===== src/rtl/display_scheduler.sv =====
// -----------------------------------------------------------------------------
// display_scheduler
//
// Three requesters share one 4-digit BCD display. An idle scheduler grants one
// requester by round-robin, latches and clamps its 14-bit value to 9999, and
// converts it to BCD with one double-dabble step per cycle. All four digits and
// the saturation flag are then updated together with a one-cycle ack. The
// committed value is kept on the display for HOLD_CYCLES cycles before the next
// grant is allowed.
//
// Ports
//   clk                      system clock, rising edge
//   rst_n                    asynchronous active-low reset
//   req[2:0]                 level requests, held until ack
//   value0/value1/value2     14-bit unsigned value per requester
//   grant[2:0]               one-hot, requester currently being served
//   ack                      one-cycle pulse when the granted value is committed
//   units/tens/hundreds/thousands  BCD digits of the last committed value
//   sat                      last committed value was clamped to 9999
//   busy                     state is not IDLE
//
// state   | meaning
// --------+--------------------------------------------------------------
// IDLE    | waiting for any req; grant by round-robin on the next edge
// CONVERT | 14 double-dabble iterations, one per cycle
// COMMIT  | publish digits/sat, pulse ack, drop grant, remember requester
// HOLD    | keep the committed value on display for HOLD_CYCLES cycles
// -----------------------------------------------------------------------------
module display_scheduler #(
  parameter int unsigned HOLD_CYCLES = 100000000
) (
  input  logic        clk,
  input  logic        rst_n,
  input  logic [2:0]  req,
  input  logic [13:0] value0,
  input  logic [13:0] value1,
  input  logic [13:0] value2,
  output logic [2:0]  grant,
  output logic        ack,
  output logic [3:0]  units,
  output logic [3:0]  tens,
  output logic [3:0]  hundreds,
  output logic [3:0]  thousands,
  output logic        sat,
  output logic        busy
);

  typedef enum logic [1:0] {
    IDLE    = 2'd0,
    CONVERT = 2'd1,
    COMMIT  = 2'd2,
    HOLD    = 2'd3
  } state_e;

  localparam logic [13:0] MAX_DISPLAY = 14'd9999;
  localparam logic [3:0]  LAST_ITER   = 4'd13;
  // HOLD is entered with the counter at HOLD_CYCLES-1 and left when it reads
  // zero, so exactly HOLD_CYCLES cycles are spent there.
  localparam logic [26:0] HOLD_LOAD   = (HOLD_CYCLES > 0) ? 27'(HOLD_CYCLES - 1) : 27'd0;

  state_e      state_q, state_d;
  logic [2:0]  grant_q, grant_d;
  logic        ack_q, ack_d;
  logic [15:0] digits_q, digits_d;
  logic        sat_q, sat_d;
  logic        sat_pend_q, sat_pend_d;
  // {bcd[15:0], binary[13:0]} working register for double-dabble
  logic [29:0] shreg_q, shreg_d;
  logic [3:0]  iter_q, iter_d;
  logic [1:0]  last_q, last_d;
  logic [1:0]  sel_q, sel_d;
  logic [26:0] hold_q, hold_d;

  logic [1:0]  rr_sel;
  logic [13:0] rr_value;
  logic        rr_over;

  // Search starts one past the last served requester and wraps 2 -> 0.
  function automatic logic [1:0] rr_pick(input logic [2:0] r, input logic [1:0] last);
    logic [1:0] idx;
    logic       found;
    rr_pick = 2'd0;
    found   = 1'b0;
    idx     = last;
    for (int k = 0; k < 3; k++) begin
      idx = (idx == 2'd2) ? 2'd0 : idx + 2'd1;
      if (!found && r[idx]) begin
        rr_pick = idx;
        found   = 1'b1;
      end
    end
  endfunction

  // One double-dabble iteration: correct every BCD digit >= 5, then shift.
  function automatic logic [29:0] dd_step(input logic [29:0] s);
    logic [29:0] t;
    t = s;
    for (int i = 0; i < 4; i++) begin
      if (t[14 + 4*i +: 4] >= 4'd5) begin
        t[14 + 4*i +: 4] = t[14 + 4*i +: 4] + 4'd3;
      end
    end
    return {t[28:0], 1'b0};
  endfunction

  always_comb begin
    rr_sel = rr_pick(req, last_q);
    case (rr_sel)
      2'd0:    rr_value = value0;
      2'd1:    rr_value = value1;
      default: rr_value = value2;
    endcase
    rr_over = (rr_value > MAX_DISPLAY);
  end

  always_comb begin
    state_d    = state_q;
    grant_d    = grant_q;
    ack_d      = 1'b0;
    digits_d   = digits_q;
    sat_d      = sat_q;
    sat_pend_d = sat_pend_q;
    shreg_d    = shreg_q;
    iter_d     = iter_q;
    last_d     = last_q;
    sel_d      = sel_q;
    hold_d     = hold_q;

    case (state_q)
      IDLE: begin
        if (|req) begin
          sel_d      = rr_sel;
          grant_d    = 3'b001 << rr_sel;
          shreg_d    = {16'd0, (rr_over ? MAX_DISPLAY : rr_value)};
          sat_pend_d = rr_over;
          iter_d     = 4'd0;
          state_d    = CONVERT;
        end
      end

      CONVERT: begin
        shreg_d = dd_step(shreg_q);
        iter_d  = iter_q + 4'd1;
        if (iter_q == LAST_ITER) begin
          state_d = COMMIT;
        end
      end

      COMMIT: begin
        digits_d = shreg_q[29:14];
        sat_d    = sat_pend_q;
        ack_d    = 1'b1;
        grant_d  = 3'b000;
        last_d   = sel_q;
        hold_d   = HOLD_LOAD;
        state_d  = (HOLD_CYCLES == 0) ? IDLE : HOLD;
      end

      HOLD: begin
        if (hold_q == 27'd0) begin
          state_d = IDLE;
        end else begin
          hold_d = hold_q - 27'd1;
        end
      end

      default: state_d = IDLE;
    endcase
  end

  always_ff @(posedge clk or negedge rst_n) begin
    if (!rst_n) begin
      state_q    <= IDLE;
      grant_q    <= 3'b000;
      ack_q      <= 1'b0;
      digits_q   <= 16'd0;
      sat_q      <= 1'b0;
      sat_pend_q <= 1'b0;
      shreg_q    <= 30'd0;
      iter_q     <= 4'd0;
      last_q     <= 2'd2;
      sel_q      <= 2'd0;
      hold_q     <= 27'd0;
    end else begin
      state_q    <= state_d;
      grant_q    <= grant_d;
      ack_q      <= ack_d;
      digits_q   <= digits_d;
      sat_q      <= sat_d;
      sat_pend_q <= sat_pend_d;
      shreg_q    <= shreg_d;
      iter_q     <= iter_d;
      last_q     <= last_d;
      sel_q      <= sel_d;
      hold_q     <= hold_d;
    end
  end

  assign grant     = grant_q;
  assign ack       = ack_q;
  assign units     = digits_q[3:0];
  assign tens      = digits_q[7:4];
  assign hundreds  = digits_q[11:8];
  assign thousands = digits_q[15:12];
  assign sat       = sat_q;
  assign busy      = (state_q != IDLE);

endmodule


===== config.mk =====
export PLATFORM = sky130hd
export DESIGN_NAME = display_scheduler
export DESIGN_NICKNAME = d
export VERILOG_FILES = /design/src/rtl/display_scheduler.sv
export SDC_FILE = /design/constraint.sdc
export NUM_CORES = 1
export LEC_CHECK = 0
export CELL_PAD_IN_SITES_DETAIL_PLACEMENT = 1
export CELL_PAD_IN_SITES_GLOBAL_PLACEMENT = 2
export CORE_AREA = 2 2 115 117
export CTS_CLUSTER_SIZE = 40
export DETAILED_ROUTE_END_ITERATION = 8
export DIE_AREA = 0 0 117 119
export PLACE_DENSITY_LB_ADDON = 0.1
export SYNTH_ARGS = -nofsm -noshare
export SYNTH_HDL_FRONTEND = slang
export SYNTH_SLANG_ARGS = --single-unit

===== constraint.sdc =====
create_clock -name clk -period 3.89 [get_ports clk]
set_input_delay 0.778 -clock clk [delete_from_list [all_inputs] [get_ports clk]]
set_output_delay 0.778 -clock clk [all_outputs]
set_load 0.005 [all_outputs]

==> results of run 1 <==
[metal layers]
layer | vias to the layer above | global-route usage [%]
met3 | 12 | 4.58
li1 | 1814 | -
met1 | 1908 | 27.6
met5 | - | 0
met2 | 42 | 29.6
met4 | 0 | 4.71
[power groups by stage]
stage | logic (mW) | registers, mW | clock network, mW
global placement | 0.149 | 0.949 | 0
finish | 0.149 | 0.931 | 0.921
global route | 0.164 | 0.931 | 0.984
detailed placement | 0.151 | 0.949 | 0
floorplan | 0.0583 | 0.948 | 0
CTS | 0.151 | 0.931 | 0.954
[flip-flops by register name (all words and copies together), names as in the netlist]
name	cells
iter_q	4
sat_pend_q	1
hold_q	27
shreg_q	30
ack	1
sat	1
sel_q	2
state_q	2
digits_q	16
last_q	2
grant	3
[area by class of cell]
| cell class | count | area, µm² |
|---|---|---|
| clock inverter | 5 | 80.1 |
| multi-input combinational | 343 | 2260 |
| tap | 176 | 220 |
| inverter | 16 | 60.1 |
| sequential | 89 | 2230 |
| fill | 1463 | 7040 |
| timing repair buffer | 78 | 753 |
| clock buffer | 11 | 233 |
[worst max-delay path by stage]
stage,end,slack (ps)
6_report,shreg_q[2],790
4_1_cts,shreg_q[2],800
3_5_place_dp,shreg_q[3],420
3_3_place_gp,shreg_q[1],550
2_1_floorplan,shreg_q[4],1350
5_1_grt,shreg_q[3],560
[tightest hold or removal path, cell delays in order, from the launching register on]
cell,delay (ps)
dfrtp_1,340
nand2_1,50
o21ai_0,60
[through the flow]
step	instances	util, %
6_report	718	45.3
4_1_cts	718	45.3
3_3_place_gp	702	42.9
2_1_floorplan	466	-
5_1_grt	718	45.3
3_5_place_dp	702	42.9
[cell usage after synthesis (all sizes together), types with 4 or more instances]
master / n
dfrtp: 88
nand2: 55
o21ai: 38
a21oi: 32
nor2: 31
mux2: 20
xnor2: 17
ha: 16
inv: 16
clkbuf: 14
nor3: 12
nand2b: 8
nor4: 8
o22ai: 8
or3: 8
and3: 7
nor2b: 7
xor2: 7
a222oi: 6
nand3: 5
nand3b: 5
a31oi: 4
buf: 4
o211ai: 4
o31ai: 4
[cell families (layout without fill, tap and decap cells)]
group / count (synthesis) / after routing / share of synthesized area, %
and+or+nand+nor: 160 / 160 / 17.5
adders and majority gates: 16 / 16 / 4.33
muxes: 22 / 22 / 5.38
xor gates and xnor gates: 24 / 24 / 4.54
buffers and inverters: 34 / 110 / 3.00
AOI/OAI and AO/OA: 121 / 121 / 17.1
DFF: 89 / 89 / 48.1
==> insert_results.sql, run 1 <==
INSERT INTO impl_metrics (metric_group, metric, value, unit) VALUES
('outcome', 'result_of_the_run', 'finished, final reports clean', ''),
('critical_path', 'path_cells', 'clkdlybuf4s50_1 > and3b_1 > or2_1 > a222oi_1 > o2111ai_1 > a32oi_1 > a31oi_1', ''),
('critical_path', 'crit_arrival', '3290', 'ps'),
('sta', 'final_min_period_over_clock_period', '79.6', '%'),
('pwr', 'ir_drop', '0.000241', 'V'),
('drt', 'met3_length', '321', 'µm'),
('clock_network', 'number_of_buffers_inserted_for_hold_repair_after_clock_tree_synthesis', '0', ''),
('floorplanning', 'number_of_placed_i_o_pins', '69', ''),
('sta', 'timing.clock.skew', '7.43', 'ps'),
('synthesis', 'number_of_enable_flip_flop_cells_after_synthesis', '0', ''),
('clock_network', 'clockBufferDepth', '2', ''),
('synthesis', 'asyncSetResetFlopFracSynth', '100', '%'),
('critical_path', 'critPathKind', 'input port to register', ''),
('worst_hold_path', 'hold_path.startpoint', 'sel_q[0]', ''),
('job', 'drv.max_cap_violation_count', '0', ''),
('critical_path', 'crit-reg2reg-launch', 'hold_q[10]', ''),
('critical_path', 'crit_path_max_incr_delay', '550', 'ps'),
('clock_network', 'cts_root_buffer', 'clkbuf_16', ''),
('drt', 'antenna_violating_nets_post_route', '0', ''),
('pwr', 'total_power', '2.00', 'mW'),
('drt', 'wirelength_met1', '5980', 'µm'),
('pwr', 'power.density_cell_area', '343', 'nW/µm²'),
('critical_path', 'cp.buffers_inverters', '1', ''),
('sta', 'final_max_slew_viol_count', '0', ''),
('drt', 'avgViaCountPerCell', '5.26', ''),
('sta', 'fmax', '323', 'MHz'),
('critical_path', 'regToRegEndpoint', 'state_q[1]', ''),
('placed_design', 'postPlaceCellArea', '5520', 'µm²'),
('worst_hold_path', 'worst_hold_path.num_cells', '2', ''),
('critical_path', 'cell_class_contributing_the_biggest_share_of_worst_path_delay', 'compound AO/OA/AOI/OAI gates', ''),
('critical_path', 'r2r_slack', '1270', 'ps'),
('clock_network', 'numCtsBuffers', '9', ''),
('floorplanning', 'initial_utilization', '35.9', '%'),
('drt', 'detailroute.via_count', '3776', ''),
('clock_network', 'cts_max_level', '3', ''),
('pwr', 'leakage', '2.37', 'nW'),
('sta', 'hold_ws', '480', 'ps'),
('final_layout', 'drive_gt1_share', '9.78', '%'),
('synthesis', 'area_of_the_mapped_netlist', '4630', 'µm²'),
('global_routing', 'initial_antenna_violation_count', '0', ''),
('final_layout', 'post_synthesis_to_final_layout_area_growth', '26.1', '%'),
('synthesis', 'synth_top_cell_by_area', 'dfrtp_1', ''),
('pwr', 'swShare', '22.0', '%'),
('clock_network', 'post_cts_resized', '0', ''),
('synthesis', 'netlist_instances', '466', ''),
('sta', 'slew_headroom', '39.0', '%'),
('pwr', 'clock_power_share', '46.0', '%'),
('global_routing', 'grt_pass1_wl', '21000', 'µm'),
('critical_path', 'crit_fanout', '9', ''),
('global_routing', 'global_route.overflow_total', '0', ''),
('critical_path', 'cp-startpoint', 'req[2]', ''),
('placed_design', 'finalWeightedCongestion', '0.809', ''),
('global_routing', 'combined_global_route_utilization_of_all_metal_layers', '19.3', '%'),
('drt', 'first_pass_iters', '4', ''),
('drt', 'top_layer_used', 'met4', ''),
('drt', 'drt_wl_total', '12400', 'µm'),
('pwr', 'seqPwrFrac', '46.5', '%'),
('critical_path', 'critical-path-slowest-cell', 'clkdlybuf4s50_1', ''),
('pwr', 'pwr-share-comb', '7.4', '%'),
('placed_design', 'pre_cts_slack', '421', 'ps'),
('clock_network', 'clk_transition_reported_paths', '60', 'ps'),
('drt', 'remaining_drc_errors', '0', ''),
('sta', 'grt_setup_unrepaired', 'false', ''),
('drt', 'wl_met2', '5920', 'µm'),
('placed_design', 'dpl.hpwl', '9000', 'µm'),
('drt', 'post_drt_wl_per_cell', '17.3', 'µm'),
('final_layout', 'mostFrequentLayoutCell', 'dfrtp_1', ''),
('placed_design', 'buffer_ports.inserted', '68', ''),
('pwr', 'intPower', '1.56', 'mW'),
('floorplanning', 'core_area', '12900', 'µm²'),
('critical_path', 'worstSetupPathDepth', '7', '');
(Power assumes the default switching activity.)
==> run 2: changes to the inputs <==
- CORE_AREA: 2 2 115 117 -> 2 2 120 122
- DIE_AREA: 0 0 117 119 -> 0 0 122 124
- clock period: 3.89 -> 3.1 ns (I/O delays scaled with it)
==> run 2 against run 1 <==
Clock skew down 2.3 ps. Non-clock buffer count up 11. Combinational power up 36%. Sequential share of layout area down 0.59 points. Hold slack worse by 190 ps. First-iteration DRC count up 24%. Power up 25%. Clock power up 22%. Core utilization down 2.1 points. Via count up 0.69%. Largest cell class unchanged. Cell count up 2.1%.
==> insert_results.sql, run 2 (synthesized netlist as in run 1, its figures left out) <==
INSERT INTO impl_metrics (metric_group, metric, value, unit) VALUES
('outcome', 'result_of_the_run', 'finished, final reports clean', ''),
('critical_path', 'critPathKind', 'input port to register', ''),
('clock_network', 'clk_transition_reported_paths', '70', 'ps'),
('drt', 'antenna_violating_nets_post_route', '0', ''),
('placed_design', 'pre_cts_slack', '-148', 'ps'),
('drt', 'wl_met2', '6150', 'µm'),
('final_layout', 'drive_gt1_share', '11.9', '%'),
('pwr', 'ir_drop', '0.000235', 'V'),
('drt', 'detailroute.via_count', '3802', ''),
('final_layout', 'final_nets', '611', ''),
('critical_path', 'critical_path.endpoint_type', 'register', ''),
('sta', 'final_max_slew_viol_count', '0', ''),
('critical_path', 'r2r_slack', '440', 'ps'),
('critical_path', 'path_cells', 'clkdlybuf4s50_1 > and3b_1 > or2_1 > a222oi_1 > o2111ai_1 > a32o_2 > o41ai_1', ''),
('sta', 'fmax', '345', 'MHz'),
('sta', 'fin_tns_setup', '0', 'ps'),
('placed_design', 'dpl.hpwl', '9260', 'µm'),
('final_layout', 'post_synthesis_to_final_layout_area_growth', '28.1', '%'),
('sta', 'setup_slack', '202', 'ps'),
('global_routing', 'first_global_vias', '4096', ''),
('drt', 'avgViaCountPerCell', '5.19', ''),
('clock_network', 'post_cts_resized', '0', ''),
('critical_path', 'critical-path-slowest-cell', 'clkdlybuf4s50_1', ''),
('final_layout', 'insertedDiodeCount', '0', ''),
('critical_path', 'crit_arrival', '3130', 'ps'),
('final_layout', 'mostFrequentLayoutCell', 'dfrtp_1', ''),
('clock_network', 'clockBufferDepth', '2', ''),
('floorplanning', 'number_of_placed_i_o_pins', '69', ''),
('drt', 'drt_iter0_markers', '193', ''),
('global_routing', 'combined_global_route_utilization_of_all_metal_layers', '18.2', '%'),
('critical_path', 'worstSetupPathDepth', '7', ''),
('clock_network', 'cts_setup_buffers', '0', ''),
('clock_network', 'number_of_buffers_inserted_for_hold_repair_after_clock_tree_synthesis', '0', ''),
('pwr', 'leakage', '2.43', 'nW'),
('final_layout', 'largest_register_ff_count', '30', ''),
('final_layout', 'combined_area_of_the_multi_input_logic_cells', '2260', 'µm²'),
('clock_network', 'clock_insertion_delay_worst_skew', '340', 'ps'),
('floorplanning', 'design.die.area', '15100', 'µm²'),
('critical_path', 'rr_worst_depth', '6', ''),
('drt', 'post_drt_wl_per_cell', '17.1', 'µm'),
('drt', 'remaining_drc_errors', '0', ''),
('floorplanning', 'row_count', '43', ''),
('floorplanning', 'die_width', '122', 'µm'),
('sta', 'timing.clock.skew', '5.08', 'ps'),
('critical_path', 'crit_required', '3330', 'ps'),
('placed_design', 'post-place-cells', '717', ''),
('critical_path', 'cell_class_contributing_the_biggest_share_of_worst_path_delay', 'compound AO/OA/AOI/OAI gates', ''),
('placed_design', 'finalWeightedCongestion', '0.790', ''),
('worst_hold_path', 'worst_hold_path_class', 'input port to async pin', ''),
('clock_network', 'cts_max_level', '3', ''),
('pwr', 'power.density_cell_area', '421', 'nW/µm²'),
('clock_network', 'clkSinkCount', '89', ''),
('critical_path', 'crit_fanout', '9', ''),
('placed_design', 'postPlaceCellArea', '5620', 'µm²'),
('sta', 'report.final.setup_viol', '0', ''),
('sta', 'final_min_period_over_clock_period', '93.5', '%'),
('floorplanning', 'floorplan.die.height', '124', 'µm'),
('sta', 'worstMarginPinSlew', '1080', 'ps'),
('pwr', 'total_power', '2.50', 'mW'),
('sta', 'slew_headroom', '27.7', '%'),
('critical_path', 'cp.buffers_inverters', '1', ''),
('clock_network', 'cts_tree', 'done', ''),
('sta', 'hold_ws', '293', 'ps'),
('drt', 'first_pass_iters', '5', ''),
('floorplanning', 'core_area', '13700', 'µm²'),
('global_routing', 'grt_pass1_wl', '21200', 'µm'),
('global_routing', 'initial_antenna_violation_count', '0', ''),
('critical_path', 'timing.critical_path.from_type', 'input port', ''),
('drt', 'top_layer_used', 'met4', ''),
('final_layout', 'instances_no_fill', '733', ''),
('floorplanning', 'initial_utilization', '33.7', '%'),
('drt', 'drt_wl_total', '12500', 'µm'),
('final_layout', 'layout.filler_cells', '1553', ''),
('global_routing', 'grt_max_degree', '46', ''),
('sta', 'final_hold_viols', '0', ''),
('clock_network', 'cts_root_buffer', 'clkbuf_16', ''),
('global_routing', 'global_route.overflow_total', '0', ''),
('placed_design', 'buffer_ports.inserted', '68', ''),
('final_layout', 'largestRegisters', 'shreg_q (30), hold_q (27), digits_q (16)', ''),
('job', 'drv.max_cap_violation_count', '0', ''),
('final_layout', 'fin_util', '43.2', '%'),
('final_layout', 'most_frequent_cells_in_the_layout', 'dfrtp_1 (88), clkdlybuf4s50_1 (67), nand2_1 (54), o21ai_0 (32), a21oi_1 (32)', ''),
('drt', 'met3_length', '200', 'µm'),
('final_layout', 'register_with_the_most_flip_flops', 'shreg_q', ''),
('critical_path', 'regToRegEndpoint', 'hold_q[23]', ''),
('drt', 'wirelength_met1', '5990', 'µm'),
('final_layout', 'final_cell_area', '5930', 'µm²'),
('final_layout', 'layout.area.seq', '2230', 'µm²'),
('critical_path', 'crit-reg2reg-launch', 'hold_q[10]', ''),
('sta', 'grt_setup_unrepaired', 'false', ''),
('sta', 'fin_crit', '2900', 'ps'),
('clock_network', 'numCtsBuffers', '9', ''),
('critical_path', 'crit_path_max_incr_delay', '550', 'ps');
[run 2: changes by cell type in the layout (fill, tap and decap cells not counted), sizes merged]
cell and change:
clkinvlp -1, buf +11, bufinv -1, inv +1, clkbuf -1, clkinv +2
[run 2: final cells by class]
| class | instances | area share [%] |
|---|---|---|
| repair buffers | 89 | 14.3 |
| clock inverters | 6 | 1.10 |
| flip-flops and latches | 89 | 37.6 |
| multi-input cells | 343 | 38.1 |
| inverters | 16 | 1.01 |
| well taps | 180 | 3.80 |
| clock buffers | 10 | 4.03 |
[run 2: power by group]
group          switching (mW)  internal, mW  total (mW)
clock network           0.476         0.648        1.12
registers             0.00364          1.17        1.17
logic                   0.102         0.101       0.203
[run 2: per-layer routing]
metal / up-vias / GRT usage [%]
met5: - / 0
met4: 0 / 6.39
met3: 14 / 2.75
met2: 33 / 31.0
met1: 1906 / 23.5
li1: 1849 / -
[run 2: how the worst max path moves through the flow]
stage	to	from
after floorplan	shreg_q[4]	req[2]
after global placement	shreg_q[4]	req[2]
after detailed placement	shreg_q[6]	req[2]
after CTS	shreg_q[6]	req[2]
after global routing	shreg_q[6]	req[2]
final	shreg_q[6]	req[2]
